`src/rtl/macload_csr_bank_pkg.sv`:
```
// Shared definitions for the MAC-load pointer CSR bank.
package macload_csr_bank_pkg;

    localparam logic [1:0] CSR_OP_NONE  = 2'b00;
    localparam logic [1:0] CSR_OP_WRITE = 2'b01;
    localparam logic [1:0] CSR_OP_SET   = 2'b10;
    localparam logic [1:0] CSR_OP_CLEAR = 2'b11;

    localparam logic [11:0] CSR_BASE_DEFAULT = 12'h800;

    typedef enum logic [2:0] {
        RegAAddr     = 3'd0,
        RegWAddr     = 3'd1,
        RegAStride   = 3'd2,
        RegWStride   = 3'd3,
        RegARollback = 3'd4,
        RegWRollback = 3'd5,
        RegASkip     = 3'd6,
        RegWSkip     = 3'd7
    } macload_reg_e;

    localparam int unsigned NumRegs = 8;

    localparam logic [11:0] CSR_A_ADDR     = CSR_BASE_DEFAULT + 12'(RegAAddr);
    localparam logic [11:0] CSR_W_ADDR     = CSR_BASE_DEFAULT + 12'(RegWAddr);
    localparam logic [11:0] CSR_A_STRIDE   = CSR_BASE_DEFAULT + 12'(RegAStride);
    localparam logic [11:0] CSR_W_STRIDE   = CSR_BASE_DEFAULT + 12'(RegWStride);
    localparam logic [11:0] CSR_A_ROLLBACK = CSR_BASE_DEFAULT + 12'(RegARollback);
    localparam logic [11:0] CSR_W_ROLLBACK = CSR_BASE_DEFAULT + 12'(RegWRollback);
    localparam logic [11:0] CSR_A_SKIP     = CSR_BASE_DEFAULT + 12'(RegASkip);
    localparam logic [11:0] CSR_W_SKIP     = CSR_BASE_DEFAULT + 12'(RegWSkip);

endpackage

```
`src/rtl/macload_csr_bank_reg.sv`:
```
// One 32-bit pointer register: software op decode, controller write, software priority.
module macload_csr_bank_reg
    import macload_csr_bank_pkg::*;
#(
    parameter logic [31:0] RstVal = 32'h0
) (
    input  logic        clk_i,
    input  logic        rstn_i,
    input  logic        sw_hit_i,
    input  logic [1:0]  sw_op_i,
    input  logic [31:0] sw_wdata_i,
    input  logic        mac_we_i,
    input  logic [31:0] mac_wdata_i,
    output logic [31:0] q_o,
    output logic        mac_drop_o
);

    logic [31:0] q_q, q_d;
    logic        sw_commit;

    // Next value: software op wins over a same-cycle controller write.
    always_comb begin
        q_d        = q_q;
        sw_commit  = sw_hit_i && (sw_op_i != CSR_OP_NONE);
        mac_drop_o = sw_commit && mac_we_i;
        if (sw_commit) begin
            case (sw_op_i)
                CSR_OP_WRITE: q_d = sw_wdata_i;
                CSR_OP_SET:   q_d = q_q | sw_wdata_i;
                CSR_OP_CLEAR: q_d = q_q & ~sw_wdata_i;
                default:      q_d = q_q;
            endcase
        end else if (mac_we_i) begin
            q_d = mac_wdata_i;
        end
    end

    // Register state with asynchronous active-low reset.
    always_ff @(posedge clk_i or negedge rstn_i) begin
        if (!rstn_i) begin
            q_q <= RstVal;
        end else begin
            q_q <= q_d;
        end
    end

    assign q_o = q_q;

endmodule

```
`src/rtl/macload_csr_bank.sv`:
```
// Activation/weight pointer CSR bank arbitrating software CSR ops and controller updates.
module macload_csr_bank
    import macload_csr_bank_pkg::*;
#(
    parameter logic [11:0] CSR_BASE     = 12'h800,
    parameter logic [31:0] ADDR_RST_VAL = 32'h0
) (
    input  logic        clk_i,
    input  logic        rstn_i,
    input  logic [1:0]  sw_op_i,
    input  logic [11:0] sw_addr_i,
    input  logic [31:0] sw_wdata_i,
    output logic [31:0] sw_rdata_o,
    output logic        sw_illegal_o,
    input  logic [1:0]  mac_op_i,
    input  logic [11:0] mac_addr_i,
    input  logic [31:0] mac_wdata_i,
    output logic        mac_drop_o,
    output logic [31:0] a_address_o,
    output logic [31:0] w_address_o,
    output logic [31:0] a_stride_o,
    output logic [31:0] w_stride_o,
    output logic [31:0] a_rollback_o,
    output logic [31:0] w_rollback_o,
    output logic [31:0] a_skip_o,
    output logic [31:0] w_skip_o,
    output logic        csr_a_rstn_o,
    output logic        csr_w_rstn_o
);

    logic [NumRegs-1:0] sw_hit;
    logic [NumRegs-1:0] mac_we;
    logic [NumRegs-1:0] drop;
    logic [31:0]        reg_val [NumRegs];
    logic               a_commit, w_commit;
    logic               csr_a_rstn_q, csr_w_rstn_q;

    for (genvar i = 0; i < NumRegs; i++) begin : g_reg
        // Equality against constant addresses; only the two address registers take controller writes.
        assign sw_hit[i] = (sw_addr_i == CSR_BASE + 12'(i));
        if (i < 2) begin : g_mac
            assign mac_we[i] = (mac_op_i == CSR_OP_WRITE) && (mac_addr_i == CSR_BASE + 12'(i));
        end else begin : g_nomac
            assign mac_we[i] = 1'b0;
        end

        macload_csr_bank_reg #(
            .RstVal ((i < 2) ? ADDR_RST_VAL : 32'h0)
        ) u_reg (
            .clk_i       (clk_i),
            .rstn_i      (rstn_i),
            .sw_hit_i    (sw_hit[i]),
            .sw_op_i     (sw_op_i),
            .sw_wdata_i  (sw_wdata_i),
            .mac_we_i    (mac_we[i]),
            .mac_wdata_i (mac_wdata_i),
            .q_o         (reg_val[i]),
            .mac_drop_o  (drop[i])
        );
    end

    // Read mux returns the pre-update value; zero on a miss.
    always_comb begin
        sw_rdata_o = 32'h0;
        for (int i = 0; i < NumRegs; i++) begin
            if (sw_hit[i]) sw_rdata_o = sw_rdata_o | reg_val[i];
        end
    end

    assign sw_illegal_o = (sw_op_i != CSR_OP_NONE) && !(|sw_hit);
    assign mac_drop_o   = |drop;
    assign a_commit     = sw_hit[RegAAddr] && (sw_op_i != CSR_OP_NONE);
    assign w_commit     = sw_hit[RegWAddr] && (sw_op_i != CSR_OP_NONE);

    // Counter-reset strobes: low for the cycle after a software op on an address register.
    always_ff @(posedge clk_i or negedge rstn_i) begin
        if (!rstn_i) begin
            csr_a_rstn_q <= 1'b1;
            csr_w_rstn_q <= 1'b1;
        end else begin
            csr_a_rstn_q <= !a_commit;
            csr_w_rstn_q <= !w_commit;
        end
    end

    assign csr_a_rstn_o = csr_a_rstn_q;
    assign csr_w_rstn_o = csr_w_rstn_q;

    assign a_address_o  = reg_val[RegAAddr];
    assign w_address_o  = reg_val[RegWAddr];
    assign a_stride_o   = reg_val[RegAStride];
    assign w_stride_o   = reg_val[RegWStride];
    assign a_rollback_o = reg_val[RegARollback];
    assign w_rollback_o = reg_val[RegWRollback];
    assign a_skip_o     = reg_val[RegASkip];
    assign w_skip_o     = reg_val[RegWSkip];

endmodule

```
`config.mk`:
```
export PLATFORM = sky130hd
export DESIGN_NAME = macload_csr_bank
export DESIGN_NICKNAME = d
export VERILOG_FILES = /design/src/rtl/macload_csr_bank_pkg.sv /design/src/rtl/macload_csr_bank_reg.sv /design/src/rtl/macload_csr_bank.sv
export SDC_FILE = /design/constraint.sdc
export NUM_CORES = 1
export LEC_CHECK = 0
export CAP_MARGIN = 20
export CORE_MARGIN = 2
export CORE_UTILIZATION = 49
export DETAILED_ROUTE_END_ITERATION = 6
export PLACE_DENSITY = 0.81
export SYNTH_ARGS = -nofsm -noshare
export SYNTH_HDL_FRONTEND = slang
export SYNTH_SLANG_ARGS = --single-unit
export TNS_END_PERCENT = 20
```
`constraint.sdc`:
```
create_clock -name clk_i -period 4.2 [get_ports clk_i]
set_clock_uncertainty 0.05 [all_clocks]
set_input_delay 1.26 -clock clk_i [delete_from_list [all_inputs] [get_ports clk_i]]
set_output_delay 1.26 -clock clk_i [all_outputs]
set_load 0.01 [all_outputs]
```
# ---- After elaboration in Yosys (flattened, before gate mapping)
# Cells that the tools add are included.
dict set report op_classes {
  n_mux 20
  bitwise 24
  n_eq_ne 16
  reduce_logical 30
}
# cell n
set op_table {}
lappend op_table {{one-hot mux 32 bit (3 select lines)} 8}
lappend op_table {{OR 32 bit} 15}
lappend op_table {{2-to-1 mux 32 bit} 12}
lappend op_table {{bitwise AND 32 bit} 8}
lappend op_table {{equality test 12 bit, second input constant} 10}
lappend op_table {{NOT 32 bit} 1}
lappend op_table {{AND reduction 2 bit} 8}
lappend op_table {{logical AND 1 bit} 13}
lappend op_table {{inequality test 4 x 1 -> 1 bit, second input constant} 2}
lappend op_table {{OR reduction 8 bit} 1}
lappend op_table {{nonzero test 2 bit} 3}
lappend op_table {{equality test 2 x 1 -> 1 bit, second input constant} 2}
lappend op_table {{equality test 2 bit, second input constant} 2}
lappend op_table {{logical NOT 1 bit} 3}
lappend op_table {{nonzero test 3 bit} 1}
lappend op_table {{OR reduction 2 bit} 1}
dict set report totals {
  output_inout_bits 292
  input_bits 94
  regBits 258
}

# ---- Depth between registers and ports, before layout
dict set report depth {
  ltp_word 16
  ltp_mapped 10
  depth_no_buf 7
}

# ---- Cells and area by module
# A second synthesis with hierarchy kept.
dict set report unflattened {
  cells_unflattened 1783
  hier_area_um2 22723.0
}
# module area_per_inst_um2 seq_area_each_um2 cells_each instances
set modules_own_cells {}
lappend modules_own_cells {macload_csr_bank_reg 2543.7 800.8 186 8}
lappend modules_own_cells {macload_csr_bank 2373.5 52.6 295 1}

# ---- Worst setup path after synthesis
# No wires, ideal clock.
dict set report synth_timing {
  kind {input to output}
  startpoint {input port sw_addr_i[5]}
  endpoint {output port sw_rdata_o[0]}
  cell_stages 6
  slack_ns 0.138
  t_arrival_ns 2.752
  n_path_buf 1
  required_ns 2.890
  path_cell_list {nor4_2 > nand3_1 > nor3_1 > clkbuf_1 > a22oi_1 > nand2_1}
}
dict set report synth_between {
  elab_chain_cells 16
  word_cells_on_any_way 23
  cone_classes {eq/ne (8); mux (8); bitwise (7)}
}
# element line_no
set synth_rtl {}
lappend synth_rtl {{start: declaration} macload_csr_bank.sv:11} ;# input logic [11:0] sw_addr_i,
lappend synth_rtl {{equality test 12 bit} macload_csr_bank.sv:40} ;# assign sw_hit[i] = (sw_addr_i == CSR_BASE + 12'(i));
lappend synth_rtl {{2-to-1 mux 32 bit} macload_csr_bank.sv:66} ;# if (sw_hit[i]) sw_rdata_o = sw_rdata_o | reg_val[i];
lappend synth_rtl {{OR 32 bit} macload_csr_bank.sv:66}
lappend synth_rtl {{2-to-1 mux 32 bit} macload_csr_bank.sv:66}
lappend synth_rtl {{OR 32 bit} macload_csr_bank.sv:66}
lappend synth_rtl {{2-to-1 mux 32 bit} macload_csr_bank.sv:66}
lappend synth_rtl {{OR 32 bit} macload_csr_bank.sv:66}
lappend synth_rtl {{2-to-1 mux 32 bit} macload_csr_bank.sv:66}
lappend synth_rtl {{OR 32 bit} macload_csr_bank.sv:66}
lappend synth_rtl {{2-to-1 mux 32 bit} macload_csr_bank.sv:66}
lappend synth_rtl {{OR 32 bit} macload_csr_bank.sv:66}
lappend synth_rtl {{2-to-1 mux 32 bit} macload_csr_bank.sv:66}
lappend synth_rtl {{OR 32 bit} macload_csr_bank.sv:66}
lappend synth_rtl {{2-to-1 mux 32 bit} macload_csr_bank.sv:66}
lappend synth_rtl {{OR 32 bit} macload_csr_bank.sv:66}
lappend synth_rtl {{2-to-1 mux 32 bit *} macload_csr_bank.sv:66}
lappend synth_rtl {{end: declaration} macload_csr_bank.sv:13} ;# output logic [31:0] sw_rdata_o,
# Mark *: on every way between the ends. The rest lies on a longest branch, timed or not.

# ---- Worst setup path in the final report
dict set report layout_timing {
  startpoint {input port sw_addr_i[1]}
  endpoint {output port sw_rdata_o[30]}
}
# Same word-level chain as after synthesis.

==> impl_metrics.ini <==
[logic_synthesis]
syn_area_sq_mm = 0.0137
synth_top_cell_area_share_pct = 46.6
synth_edf_count = 0
yosys_warnings = 0
synthCells = 1548
synth_fp_nets = 1647
yosysMostFrequentCell = a21oi_1
yosys_register_bits = 258
yosysTopAreaCell = dfrtp_1
synth_cell_types = 54
ys.flop_type = dfrtp_1
seq_area_frac_synth_pct = 47.0
synth_commonest_cells = a21oi_1 (435), dfrtp_1 (256), nor2_1 (132), nand2_1 (121), mux2i_1 (95)
synth.avg_cell_area_sq_um = 8.88
synth.area.top_cells = dfrtp_1 (47%), a21oi_1 (16%), mux2i_1 (6.9%)
synthArstFlopShare_pct = 100

[clocking]
numClockSinks = 258
cts_hold_buf = 0
cts_root_buffer = clkbuf_16
numCtsBuffers = 25
cts_buffer_depth = 3
clk-insertion-delay-late_ns = 0.53
htreeDepth = 1
cts_tree = built
path_clk_slew_ns = 0.06

[timing]
worst_pin_slew_ns = 1.19
slew-limit-headroom_pct = 20.4
layout_min_cycle_time_ns = 4.16
final.period_utilization_pct = 99.0
setup_violations = 0
fmax_ghz = 0.240
hold_viol_final = 0
rsz0062_at_grt = no
finalHoldWorstSlack_ns = 0.491
slew_violations = 0

[hold_path]
hold_path.class = flip-flop to flip-flop
holdPathStages = 2
hp-start = g_reg[0].u_reg.q_o[28]$_DFFE_PN0P_
min_to = g_reg[0].u_reg.q_o[28]$_DFFE_PN0P_

[layout]
drive_gt1_share_pct = 13.2
regArea_sq_mm = 0.00646
multi_input_area_sq_mm = 0.00686
finish.utilization_pct = 70.5
syn2layout_area_growth_pct = 42.3
final_cells = 2331
finalNetCount = 2031
fillers = 2078

[floorplan]
core_area_sq_mm = 0.0277
die_area_sq_mm = 0.0294
die_width_um = 171
num_rows = 61
die_h_um = 171
initial_core_util_pct = 49.6
io_pins = 386

[detailed_routing]
via_count = 15084
post_drt_wl_per_cell_um = 25.2
remaining_drc_errors = 1
wirelength_um = 58600
drtPass1Iterations = 7
viasPerCell = 6.47
drtIter0Drc = 2062
final_antenna_net_count = 0

[critical_path]
crit_type = input port to output port
rrSetupSlack_ns = 2.99
worstPathMaxFanout = 4
start_kind = input port
cp_data_required_time_ns = 2.89
reg2reg_depth = 3
end_kind = output port
r2r-start = g_reg[0].u_reg.q_o[17]$_DFFE_PN0P_
worstPathArrival_ns = 2.85
worstReg2RegEnd = g_reg[0].u_reg.q_o[17]$_DFFE_PN0P_

[grt]
grt_pass1_vias = 14950
grt_pass1_wl_um = 87800
track_usage_pct = 39.2
overflow = 0
grt_max_degree = 88
antenna_found_initial = 7

[power]
switching_share_pct = 25.8
vdd_drop_max_mv = 0.240
power_frac_clock_pct = 42.2
pwr_density_cell_mw_per_mm2 = 282
seqPwrFrac_pct = 45.7
leakage_uw = 0.00861
p_switching_uw = 1420
combPwrFrac_pct = 12.1
p_int_uw = 4090

[placed_design]
dp.cells = 2271
hpwl_um = 39600
port_buffers = 385
gp_congestion = 0.922

[run_status]
outcome = finished, violations left
violations = DRC

[job]
drv_cap = 0
[what timing repair did]
| action | 4_1_cts | 5_1_grt |
|---|---|---|
| setup buffers | 8 | 1 |
| endpoints found under the setup margin | 34 | 32 |
| pin swaps | 10 | 5 |
| gates cloned | 4 | 0 |
| hold endpoints to repair | 0 | 0 |
| gates resized for setup | 185 | 19 |
[how the worst max path moves through the flow]
stage          slack (ns)  cells past startpoint          start              to
6_report             0.04                      8   sw_addr_i[1]  sw_rdata_o[30]
5_1_grt             0.003                     12  sw_addr_i[11]  sw_rdata_o[25]
4_1_cts            -0.008                     13   sw_addr_i[7]  sw_rdata_o[21]
3_5_place_dp        -0.70                      7   sw_addr_i[9]  sw_rdata_o[16]
3_3_place_gp        -0.69                      7   sw_addr_i[9]  sw_rdata_o[16]
2_1_floorplan        0.14                      6   sw_addr_i[5]   sw_rdata_o[0]
[critical path, stage by stage]
cell           delay [ns]
dlygate4sd2_1        0.29
mux4_2               0.33
nor2b_1              0.15
a31oi_1              0.17
nor3_1               0.09
buf_4                0.15
a221o_1              0.26
buf_2                0.14
[registers in the layout (all words and copies together) (netlist names)]
name and flops:
csr_a_rstn_o 1, csr_w_rstn_o 1, g.u_reg.q_o 256
[cell usage in the layout (no fill, tap or decap), types with 37 or more instances in the layout]
| cell type | netlist | routed |
|---|---|---|
| mux2i_1 | 95 | 94 |
| nor2_1 | 132 | 127 |
| nand2_1 | 121 | 119 |
| a21oi_1 | 435 | 435 |
| o21ai_0 | 65 | 64 |
| dfrtp_1 | 256 | 256 |
| buf_2 | 55 | 37 |
| clkdlybuf4s50_1 | 0 | 337 |
| buf_4 | 3 | 87 |
| o22ai_1 | 51 | 50 |
[through the flow]
stage / worst slack [ns] / setup TNS, ns / cell area (sq um) / power, uW
4_1_cts: -0.00836 / -0.0113 / 19600 / 5480
5_1_grt: 0.00282 / 0 / 19500 / 5640
3_3_place_gp: -0.687 / -20.70 / 18600 / 3190
2_1_floorplan: 0.138 / 0 / 13700 / 2870
3_5_place_dp: -0.695 / -21.93 / 18600 / 3210
6_report: 0.0401 / 0 / 19500 / 5510
[cell families after synthesis]
family	share of synthesized area (%)
buf+inv	4.71
simple gates	11.6
fa+ha+maj	0.455
mux	7.25
flops	47.0
compound gates	27.0
xor+xnor	1.98
[metal layers]
metal	track usage, %	part of all wire (%)	up-vias
li1	-	-	6362
met4	22.1	6.3	2
met3	9.80	12	259
met1	49.3	36	7256
met5	0	0.022	-
met2	61.8	46	1205
[power by group through the flow]
stage | Sequential, uW | Clock, uW | Combinational, uW
2_1_floorplan | 2570 | 0 | 302
3_3_place_gp | 2560 | 0 | 623
3_5_place_dp | 2560 | 0 | 642
4_1_cts | 2520 | 2310 | 647
5_1_grt | 2520 | 2420 | 704
6_report | 2520 | 2320 | 665
[final cells by class]
| class | instances | share of cell area [%] |
|---|---|---|
| Inverter | 5 | 0.0960 |
| Sequential cell | 258 | 33.0 |
| Clock buffer | 32 | 3.64 |
| Clock inverter | 11 | 0.615 |
| Tap cell | 378 | 2.42 |
| Multi-Input combinational cell | 1139 | 35.1 |
| Antenna cell | 5 | 0.0640 |
| Timing Repair Buffer | 503 | 25.0 |
No activity file was read; power rests on OpenSTA's default activity.
